File: config.mk
export PLATFORM = sky130hd
export DESIGN_NAME = instr_fetch_unit_flat
export DESIGN_NICKNAME = d
export VERILOG_FILES = /design/src/rtl/rv_pkg.sv /design/src/rtl/instr_fetch_unit_if.sv /design/src/rtl/next_pc_sel.sv /design/src/rtl/instr_fetch_unit.sv /design/src/flat_wrapper.sv
export SDC_FILE = /design/constraint.sdc
export NUM_CORES = 1
export LEC_CHECK = 0
export BUFFER_PORTS_ARGS = -buffer_cell sky130_fd_sc_hd__buf_2
export CAP_MARGIN = 20
export CORE_MARGIN = 3
export CORE_UTILIZATION = 45
export CTS_CLUSTER_DIAMETER = 150
export CTS_CLUSTER_SIZE = 12
export DETAILED_ROUTE_END_ITERATION = 8
export GPL_ROUTABILITY_DRIVEN = 0
export PLACE_DENSITY = 0.78
export SLEW_MARGIN = 20
export SYNTH_ARGS = -nofsm -noshare
export SYNTH_HDL_FRONTEND = slang
export SYNTH_SLANG_ARGS = --single-unit
File: constraint.sdc
create_clock -name clk -period 5.1 [get_ports clk]
set_input_delay 1.02 -clock clk [delete_from_list [all_inputs] [get_ports clk]]
set_output_delay 1.02 -clock clk [all_outputs]
set_load 0.01 [all_outputs]
File: src/rtl/rv_pkg.sv
`default_nettype none
// ============================================================================
// Module   : rv_pkg
// Brief    : Shared RV32 fetch-stage constants, pc_src encodings and FSM states
// Revision : 1.0 - initial release
// ============================================================================
package rv_pkg;

  localparam logic [6:0] OP_LUI    = 7'b0110111;
  localparam logic [6:0] OP_AUIPC  = 7'b0010111;
  localparam logic [6:0] OP_JAL    = 7'b1101111;
  localparam logic [6:0] OP_JALR   = 7'b1100111;
  localparam logic [6:0] OP_BRANCH = 7'b1100011;
  localparam logic [6:0] OP_LOAD   = 7'b0000011;
  localparam logic [6:0] OP_STORE  = 7'b0100011;
  localparam logic [6:0] OP_IMM    = 7'b0010011;
  localparam logic [6:0] OP_REG    = 7'b0110011;
  localparam logic [6:0] OP_SYSTEM = 7'b1110011;

  localparam logic [1:0] PC_SRC_SEQ    = 2'b00;
  localparam logic [1:0] PC_SRC_BRANCH = 2'b01;
  localparam logic [1:0] PC_SRC_JUMP   = 2'b10;

  localparam logic [31:0] NOP = 32'h0000_0013;

  typedef enum logic [2:0] {
    S_BOOT  = 3'd0,
    S_FETCH = 3'd1,
    S_WAIT  = 3'd2,
    S_VALID = 3'd3,
    S_FAULT = 3'd4
  } fetch_state_e;

endpackage
`default_nettype wire

File: src/rtl/instr_fetch_unit_if.sv
`default_nettype none
// ============================================================================
// Module   : instr_fetch_unit_if
// Brief    : Instruction-memory req/rvalid bus between fetch unit and memory
// Revision : 1.0 - initial release
// ============================================================================
interface instr_fetch_unit_if #(
  parameter int XLEN = 32
);
  logic            req;
  logic [XLEN-1:0] addr;
  logic            rvalid;
  logic [31:0]     rdata;

  modport master (output req, addr, input rvalid, rdata);
  modport slave  (input req, addr, output rvalid, rdata);
endinterface
`default_nettype wire

File: src/rtl/next_pc_sel.sv
`default_nettype none
// ============================================================================
// Module   : next_pc_sel
// Brief    : Combinational next-PC mux with word-misalignment detection
// Revision : 1.0 - initial release
// ============================================================================
module next_pc_sel
  import rv_pkg::*;
#(
  parameter int XLEN = 32
) (
  input  logic [XLEN-1:0] seq_pc,
  input  logic [1:0]      pc_src,
  input  logic            branch_taken,
  input  logic [XLEN-1:0] branch_target,
  input  logic [XLEN-1:0] jump_target,
  output logic [XLEN-1:0] next_pc,
  output logic            misaligned
);

  always_comb begin
    next_pc = seq_pc;
    case (pc_src)
      PC_SRC_BRANCH: if (branch_taken) next_pc = branch_target;
      // JALR clears bit 0; JAL targets already have it clear
      PC_SRC_JUMP:   next_pc = jump_target & ~XLEN'(1);
      default:       next_pc = seq_pc;
    endcase
  end

  assign misaligned = |next_pc[1:0];

endmodule
`default_nettype wire

File: src/rtl/instr_fetch_unit.sv
`default_nettype none
// ============================================================================
// Module   : instr_fetch_unit
// Brief    : PC owner; fetches one instruction per retire and traps bad targets
// Revision : 1.0 - initial release
// ============================================================================
module instr_fetch_unit
  import rv_pkg::*;
#(
  parameter int              XLEN     = 32,
  parameter logic [XLEN-1:0] RESET_PC = '0
) (
  input  logic                      clk,
  input  logic                      rst,
  instr_fetch_unit_if.master        imem,
  output logic [31:0]               instr,
  output logic [6:0]                opcode,
  output logic [XLEN-1:0]           pc,
  output logic [XLEN-1:0]           pc_plus4,
  output logic                      instr_valid,
  input  logic                      instr_ready,
  input  logic [1:0]                pc_src,
  input  logic                      branch_taken,
  input  logic [XLEN-1:0]           branch_target,
  input  logic [XLEN-1:0]           jump_target,
  output logic                      fault,
  output logic [XLEN-1:0]           fault_pc,
  output logic [63:0]               instret
);

  fetch_state_e    r_state;
  fetch_state_e    w_state_next;
  logic [XLEN-1:0] r_pc;
  logic [31:0]     r_instr;
  logic            r_fault;
  logic [XLEN-1:0] r_fault_pc;
  logic [63:0]     r_instret;
  logic            w_req;
  logic            w_valid;
  logic            w_retire;
  logic            w_capture;
  logic [XLEN-1:0] w_pc_plus4;
  logic [XLEN-1:0] w_next_pc;
  logic            w_misaligned;

  assign w_pc_plus4 = r_pc + XLEN'(4);

  next_pc_sel #(.XLEN(XLEN)) u_next_pc_sel (
    .seq_pc        (w_pc_plus4),
    .pc_src        (pc_src),
    .branch_taken  (branch_taken),
    .branch_target (branch_target),
    .jump_target   (jump_target),
    .next_pc       (w_next_pc),
    .misaligned    (w_misaligned)
  );

  always_ff @(posedge clk or posedge rst) begin
    if (rst) r_state <= S_BOOT;
    else     r_state <= w_state_next;
  end

  always_comb begin
    w_state_next = r_state;
    w_req        = 1'b0;
    w_valid      = 1'b0;
    w_retire     = 1'b0;
    w_capture    = 1'b0;
    case (r_state)
      S_BOOT:  w_state_next = S_FETCH;
      S_FETCH: begin
        w_req        = 1'b1;
        w_state_next = S_WAIT;
      end
      S_WAIT: begin
        // rvalid seen in any other state is a stale response and is dropped
        if (imem.rvalid) begin
          w_capture    = 1'b1;
          w_state_next = S_VALID;
        end
      end
      S_VALID: begin
        w_valid = 1'b1;
        if (instr_ready) begin
          w_retire     = 1'b1;
          w_state_next = w_misaligned ? S_FAULT : S_FETCH;
        end
      end
      S_FAULT: w_state_next = S_FAULT;
      default: w_state_next = S_BOOT;
    endcase
  end

  always_ff @(posedge clk or posedge rst) begin
    if (rst) begin
      r_pc       <= RESET_PC;
      r_instr    <= NOP;
      r_fault    <= 1'b0;
      r_fault_pc <= '0;
      r_instret  <= '0;
    end else begin
      if (w_capture) r_instr <= imem.rdata;
      if (w_retire) begin
        r_instret <= r_instret + 64'd1;
        if (w_misaligned) begin
          r_fault    <= 1'b1;
          r_fault_pc <= w_next_pc;
        end else begin
          r_pc <= w_next_pc;
        end
      end
    end
  end

  assign imem.req    = w_req;
  assign imem.addr   = r_pc;
  assign instr       = r_instr;
  assign opcode      = r_instr[6:0];
  assign pc          = r_pc;
  assign pc_plus4    = w_pc_plus4;
  assign instr_valid = w_valid;
  assign fault       = r_fault;
  assign fault_pc    = r_fault_pc;
  assign instret     = r_instret;

endmodule
`default_nettype wire

File: src/flat_wrapper.sv
// flat-port wrapper written by rule: the top's interface ports become plain ports
module instr_fetch_unit_flat import rv_pkg::*;
#(
  parameter int              XLEN     = 32,
  parameter logic [XLEN-1:0] RESET_PC = '0
)
  (clk, rst, instr, opcode, pc, pc_plus4, instr_valid, instr_ready, pc_src, branch_taken, branch_target, jump_target, fault, fault_pc, instret, imem_req, imem_addr, imem_rvalid, imem_rdata);
  instr_fetch_unit_if #(.XLEN(XLEN)) imem_i ();
  input  logic clk;
  input  logic rst;
  output logic [31:0] instr;
  output logic [6:0] opcode;
  output logic [XLEN-1:0] pc;
  output logic [XLEN-1:0] pc_plus4;
  output logic instr_valid;
  input  logic instr_ready;
  input  logic [1:0] pc_src;
  input  logic branch_taken;
  input  logic [XLEN-1:0] branch_target;
  input  logic [XLEN-1:0] jump_target;
  output logic fault;
  output logic [XLEN-1:0] fault_pc;
  output logic [63:0] instret;
  output wire logic [$bits(imem_i.req)-1:0] imem_req;
  output wire logic [$bits(imem_i.addr)-1:0] imem_addr;
  input wire logic [$bits(imem_i.rvalid)-1:0] imem_rvalid;
  input wire logic [$bits(imem_i.rdata)-1:0] imem_rdata;
  assign imem_req = imem_i.req;
  assign imem_addr = imem_i.addr;
  assign imem_i.rvalid = imem_rvalid;
  assign imem_i.rdata = imem_rdata;
  instr_fetch_unit #(.XLEN(XLEN), .RESET_PC(RESET_PC)) u_core (.clk(clk), .rst(rst), .imem(imem_i), .instr(instr), .opcode(opcode), .pc(pc), .pc_plus4(pc_plus4), .instr_valid(instr_valid), .instr_ready(instr_ready), .pc_src(pc_src), .branch_taken(branch_taken), .branch_target(branch_target), .jump_target(jump_target), .fault(fault), .fault_pc(fault_pc), .instret(instret));
endmodule
==> summary.md, run 1 <==
| Metric | Value |
|---|---|
| Setup-failing EPs final | `0` |
| Port Buffers | `335` |
| Syn Nets | `922` |
| Global-route wire length before repair | `39.5 mm` |
| Drt drc | `0` |
| Final #Nets | `1202` |
| Die H | `144 um` |
| Unrepaired setup endpoints after global routing | `false` |
| CP Class | `reg2out` |
| GRT Util Overall | `24.3%` |
| Grt met1 use | `32.3%` |
| DP Area | `10100 um^2` |
| Sink Count | `164` |
| Internal power | `3.30 mW` |
| Commonest non-fill, non-tap cell in the layout | `buf_2` |
| First drt pass iteration count | `5` |
| Post-synth cell types | `60` |
| H-tree lvl count | `4` |
| Met2 Resource Use GR | `39.6%` |
| Detailed Place HPWL | `18.7 mm` |
| Hold Path Depth | `1` |
| Final Critical Period | `3980 ps` |
| Clock latency on the worst-skew pair | `440 ps` |
| Seq/Total Area, Yosys | `48.2%` |
| Die area | `20600 um^2` |
| Clock power frac | `23.5%` |
| WL final | `25.3 mm` |
| ANT nets after route | `0` |
| Clock root buffer | `clkbuf_16` |
| Worst Tran Pin Value | `1010 ps` |
| Syn avg cell area | `10.5 um^2` |
| Area of the multi-input gates | `3880 um^2` |
| Fmax | `251 MHz` |
| Sequential share of power | `39.0%` |
| Max Clock Skew | `12.7 ps` |
| Peak supply drop | `0.339 mV` |
| Yosys warning total | `0` |
| Max Cap Violations | `0` |
| Synthesis-to-layout area growth | `25.7%` |
| Die W | `144 um` |
| Synth async-reset ratio | `100%` |
| Clock buffer count from CTS | `17` |
| 1st-iter DRT viols | `463` |
| Cell leakage power | `5.34 nW` |
| Final-layout fill cell count | `1562` |
| Net Sw Frac | `39.3%` |
| Max-slew violation count | `0` |
| HP Class | `reg2reg` |
| Number of antenna violations at the first check in global routing | `2` |
| CTS tree | `built` |
| Logic pwr share | `37.5%` |
| EDFF count, synth | `0` |
| DR WL/cell | `18.9 um` |
| Final Hold Viols | `0` |
| Crit path required time | `4080 ps` |
| CTS-repair resized insts | `0` |
| Max-slew headroom | `32.5%` |
| Cell Rows | `49` |
| Synth Flop Type | `dfrtp_1` |
| Grt ovf | `0` |
| CTS Buffer Depth | `2` |
| Register Area | `4110 um^2` |
| Commonest non-fill, non-tap cells in the layout | `335 x buf_2, 161 x dfrtp_1, 69 x mux2_2` |
| NetSw | `2.13 mW` |
| Crit-path max FO | `9` |
| Kind of end point of the critical path | `output port` |
| Total number of vias | `7556` |
| Vias in the first global route | `7175` |
| CP startpoint kind | `flip-flop` |
| Largest net degree at the start of global routing | `88` |
| Share of cells above drive strength 1 | `43.1%` |
| Top-level I/O count | `337` |
| Synth Cell Area | `8520 um^2` |
| Post-route clock period utilization | `78.0%` |
| Total negative setup slack | `0 ps` |
| GR peak layer | `met2` |
| Post-CTS repair timing setup buffer count | `0` |
| Post-Synthesis Cells | `815` |
| Post-route cell area | `10700 um^2` |
| WP data arrival | `2960 ps` |
| Register bit count reported by yosys | `164` |
| Pwr dens | `507 nW/um^2` |
| Hold-fix buffers at CTS | `0` |
| Clk slew on worst S/H paths | `70 ps` |
| Outcome | `completed` |
| Cells on worst reg2reg path | `5` |
| Global Route met3 Usage | `6.12%` |
| Total core area | `18300 um^2` |
| Initial Utilization | `46.6%` |
| DR vias/cell | `5.64` |
[critical path: stages, from the launching register on]
cell	delay, ps
dfrtp_1	490
ha_1	280
nand3_2	160
or4_4	650
or4_4	600
xnor2_2	160
buf_2	170
[per-stage QoR]
| stage | utilization (%) | std cells | power, mW | hold slack, ps | setup slack (ps) |
|---|---|---|---|---|---|
| floorplan | - | 815 | 3.36 | 503 | 1810 |
| global placement | 55.4 | 1305 | 4.12 | 452 | 1410 |
| detailed placement | 55.4 | 1305 | 4.18 | 452 | 1330 |
| CTS | 58.6 | 1337 | 5.47 | 466 | 1120 |
| global route | 58.6 | 1339 | 5.74 | 484 | 978 |
| finish | 58.6 | 1339 | 5.43 | 466 | 1120 |
[cells in the mapped netlist (6+ instances only)]
cell type,n,area (um^2)
a21oi_1,27,135
a22oi_1,24,180
a31oi_1,6,37.5
and3_1,13,81.3
and4_1,15,131
buf_2,7,35.0
buf_4,41,308
clkbuf_1,34,128
dfrtp_1,161,4030
inv_1,22,82.6
mux2_2,69,777
nand2_1,51,191
nand3_1,39,195
nand4_1,27,169
nor2_1,48,180
nor3_1,22,110
nor4_1,12,75.1
o21ai_0,10,50.1
o22ai_1,8,50.1
o31a_1,8,70.1
or2_2,17,106
xnor2_1,56,490
xor2_1,26,228
[path summary, 6_finish.rpt]
| kind | slack (ps) | to | from |
|---|---|---|---|
| worst max-delay path | 1120 | pc_plus4[28] | u_core.imem.addr[2]$_DFFE_PP0P_ |
| worst min-delay path | 470 | u_core.instret[63]$_DFFE_PP0P_ | u_core.instret[63]$_DFFE_PP0P_ |
| worst max register to register | 2350 | u_core.instret[27]$_DFFE_PP0P_ | u_core.r_state[2]$_DFFE_PP0P_ |
| worst min register to register | 470 | u_core.instret[63]$_DFFE_PP0P_ | u_core.instret[63]$_DFFE_PP0P_ |
| max in group asynchronous | 3310 | u_core.imem.addr[30]$_DFFE_PP0P_ | rst |
| min in group asynchronous | 790 | u_core.instr[28]$_DFFE_PP0P_ | rst |
[registers in the layout (all words and copies together) (netlist names)]
name and count:
u_core.fault 1, u_core.fault_pc 32, u_core.imem.addr 32, u_core.instr 32
u_core.instret 64, u_core.r_state 3
[layer usage]
metal  up-vias  wire [um]
met5         -          0
met4         0        522
met3        34       1810
met2       315      12400
met1      3763      10600
li1       3444          -
[cells by family after synthesis]
| logic type | synth area share (%) |
|---|---|
| AND/OR/NAND/NOR | 17.0 |
| flip-flops | 48.2 |
| AO/OA/AOI/OAI | 9.85 |
| buffers and inverters | 6.62 |
| XOR/XNOR | 8.62 |
| multiplexers | 9.12 |
| adder cells (fa/ha/maj) | 0.587 |
[power by group through the flow]
stage	registers, mW	logic [mW]	clock network, mW
floorplan	2.20	1.16	0
global placement	2.11	2.02	0
detailed placement	2.13	2.05	0
CTS	2.11	2.06	1.30
global route	2.18	2.21	1.36
finish	2.12	2.04	1.28
[cell type report]
| type | count | share of cell area (%) |
|---|---|---|
| Timing Repair Buffer | 344 | 16.4 |
| Sequential cell | 164 | 38.4 |
| Multi-Input combinational cell | 546 | 36.2 |
| Clock buffer | 17 | 3.97 |
| Tap cell | 229 | 2.68 |
| Clock inverter | 15 | 1.54 |
| Antenna cell | 2 | 0.0467 |
| Inverter | 22 | 0.806 |
No activity file was read; power rests on OpenSTA's default activity.
==> inputs of run 2 (changes only) <==
--- a/config.mk
+++ b/config.mk
@@ -8,12 +8,12 @@
 export BUFFER_PORTS_ARGS = -buffer_cell sky130_fd_sc_hd__buf_2
 export CAP_MARGIN = 20
 export CORE_MARGIN = 3
-export CORE_UTILIZATION = 45
+export CORE_UTILIZATION = 49
 export CTS_CLUSTER_DIAMETER = 150
 export CTS_CLUSTER_SIZE = 12
 export DETAILED_ROUTE_END_ITERATION = 8
 export GPL_ROUTABILITY_DRIVEN = 0
-export PLACE_DENSITY = 0.78
+export PLACE_DENSITY = 0.81
 export SLEW_MARGIN = 20
 export SYNTH_ARGS = -nofsm -noshare
 export SYNTH_HDL_FRONTEND = slang
==> constraint.sdc (replaced) <==
create_clock -name clk -period 3.85 [get_ports clk]
set_input_delay 0.77 -clock clk [delete_from_list [all_inputs] [get_ports clk]]
set_output_delay 0.77 -clock clk [all_outputs]
set_load 0.01 [all_outputs]
==> summary.md, run 2 (same netlist as run 1, synthesis figures left out) <==
| Metric | Value |
|---|---|
| Total core area | `16800 um^2 (-7.9%)` |
| Outcome | `completed` |
| WL final | `24.9 mm (-1.7%)` |
| Top-level I/O count | `337 (unchanged)` |
| HP Class | `reg2reg` |
| Crit path required time | `3080 ps (-1000 ps)` |
| Clock latency on the worst-skew pair | `430 ps (about the same)` |
| Vias in the first global route | `7098 (-1.1%)` |
| ANT nets after route | `0 (unchanged)` |
| Final #Nets | `1207 (+0.42%)` |
| First drt pass iteration count | `7 (+2)` |
| Cell leakage power | `5.38 nW (+0.75%)` |
| CP Launch Point | `u_core.imem.addr[2]$_DFFE_PP0P_` |
| Drt drc | `0 (unchanged)` |
| Crit path cell chain | `ha_1, nand3_2, or4_4, or4_4, xnor2_2, buf_2` |
| Cell Rows | `47 (-4.1%)` |
| Max Clock Skew | `14.0 ps (+1.31 ps)` |
| Sink Count | `164 (unchanged)` |
| Die area | `19000 um^2 (-7.8%)` |
| Clock buffer count from CTS | `17 (unchanged)` |
| CTS tree | `built` |
| WP data arrival | `2930 ps (-30 ps)` |
| Number of antenna violations at the first check in global routing | `1 (-1)` |
| Max-slew violation count | `0 (unchanged)` |
| GRT Util Overall | `25.8% (+1.5 points)` |
| DR vias/cell | `5.66 (+0.35%)` |
| Post-CTS repair timing setup buffer count | `0 (unchanged)` |
| Post-route clock period utilization | `96.0%` |
| Fmax | `270 MHz` |
| CP peak stage delay | `650 ps (about the same)` |
| Cell mode on critical path | `or4_4` |
| Total number of vias | `7554 (-0.026%)` |
| Unrepaired setup endpoints after global routing | `false` |
| Peak supply drop | `0.446 mV (+32%)` |
| H-tree lvl count | `4 (unchanged)` |
| 1st-iter DRT viols | `578 (+25%)` |
| Final Hold Viols | `0 (unchanged)` |
| Total negative setup slack | `0 ps (unchanged)` |
| CP Class | `reg2out` |
| DP Area | `10200 um^2 (+0.38%)` |
| Grt ovf | `0 (unchanged)` |
| CP startpoint kind | `flip-flop` |
| Initial Utilization | `50.7% (+4.0 points)` |
| Max Cap Violations | `0 (unchanged)` |
| Clk slew on worst S/H paths | `70 ps (about the same)` |
| Reg-to-reg startpoint | `u_core.imem.addr[4]$_DFFE_PP0P_` |
| Port Buffers | `335 (unchanged)` |
| Post-route cell area | `10700 um^2 (+0.34%)` |
| Die W | `138 um (-4.0%)` |
| Crit-path max FO | `9 (unchanged)` |
| Hold-fix buffers at CTS | `0 (unchanged)` |
| CTS Buffer Depth | `2 (unchanged)` |
| Global-route wire length before repair | `38.4 mm (-2.9%)` |
| Final Critical Period | `3700 ps` |
| Share of cells above drive strength 1 | `43.3% (+0.26 points)` |
| Final-layout fill cell count | `1379 (-12%)` |
| CP bufs+invs | `1 (unchanged)` |
| Max reg flops | `64 (unchanged)` |
| Setup-failing EPs final | `0 (unchanged)` |
| Hold path startpoint | `u_core.fault$_DFFE_PP0P_` |
| Max-slew headroom | `28.3% (-4.2 points)` |
| Commonest non-fill, non-tap cell in the layout | `buf_2` |
| Detailed Place HPWL | `18.7 mm (about the same)` |
| Kind of end point of the critical path | `output port` |
| Commonest non-fill, non-tap cells in the layout | `335 x buf_2, 161 x dfrtp_1, 69 x mux2_2` |
| CP delay by family, top | `simple AND/OR/NAND/NOR gates` |
| Pwr dens | `672 nW/um^2 (+33%)` |
| CTS-repair resized insts | `0 (unchanged)` |
| Clock root buffer | `clkbuf_16` |
| Worst Tran Pin Value | `1080 ps (+62.6 ps)` |
| Largest net degree at the start of global routing | `57 (-35%)` |
| Worst path slowest cell | `or4_4` |
| DR WL/cell | `18.7 um (-1.3%)` |
| Die H | `138 um (-4.0%)` |
| Synthesis-to-layout area growth | `26.1%` |
run 2: worst paths after layout:
kind                                               endpoint  slack [ps]  depth (start not counted)
max in group asynchronous  u_core.imem.addr[22]$_DFFE_PP0P_        2560                          3
setup reg to reg           u_core.imem.addr[27]$_DFFE_PP0P_        1170                          5
hold / removal                     u_core.fault$_DFFE_PP0P_         470                          1
setup / recovery                               pc_plus4[28]         150                          6
min in group asynchronous    u_core.instret[62]$_DFFE_PP0P_         500                          2
hold reg to reg                    u_core.fault$_DFFE_PP0P_         470                          1
run 2: power breakdown:
part	internal [mW]	total, mW	switching (mW)
Clock	0.949	1.70	0.753
Combinational	1.27	2.71	1.45
Sequential	2.24	2.81	0.562
run 2: final cells by class:
cell class              count  area [um^2]  area share [%]
flip-flops and latches    164         4110            38.2
inverters                  22         86.3           0.803
diodes                      1         2.50          0.0233
clock inverters            13          138            1.28
well taps                 220          275            2.56
repair buffers            349         1810            16.8
clock buffers              19          453            4.22
multi-input cells         546         3880            36.1
run 2: through the flow:
step           std cells  hold slack (ps)  setup WS [ps]  utilization, %  total power, mW
2_1_floorplan        815              503            806               -             4.45
3_3_place_gp        1301              451            648            60.4             5.48
3_5_place_dp        1301              452            577            60.4             5.55
4_1_cts             1333              467            173            63.9             7.26
5_1_grt             1334              485           19.5            63.9             7.60
6_report            1334              466            153            63.9             7.22
run 2: routing by layer:
metal	part of all wire [%]	wire length, um	global-route usage [%]	vias to the layer above
met5	0	0	0	-
met4	2.4	591	8.67	0
met3	8.3	2070	5.95	47
met2	49	12100	41.6	363
met1	41	10100	34.5	3686
li1	-	-	-	3458
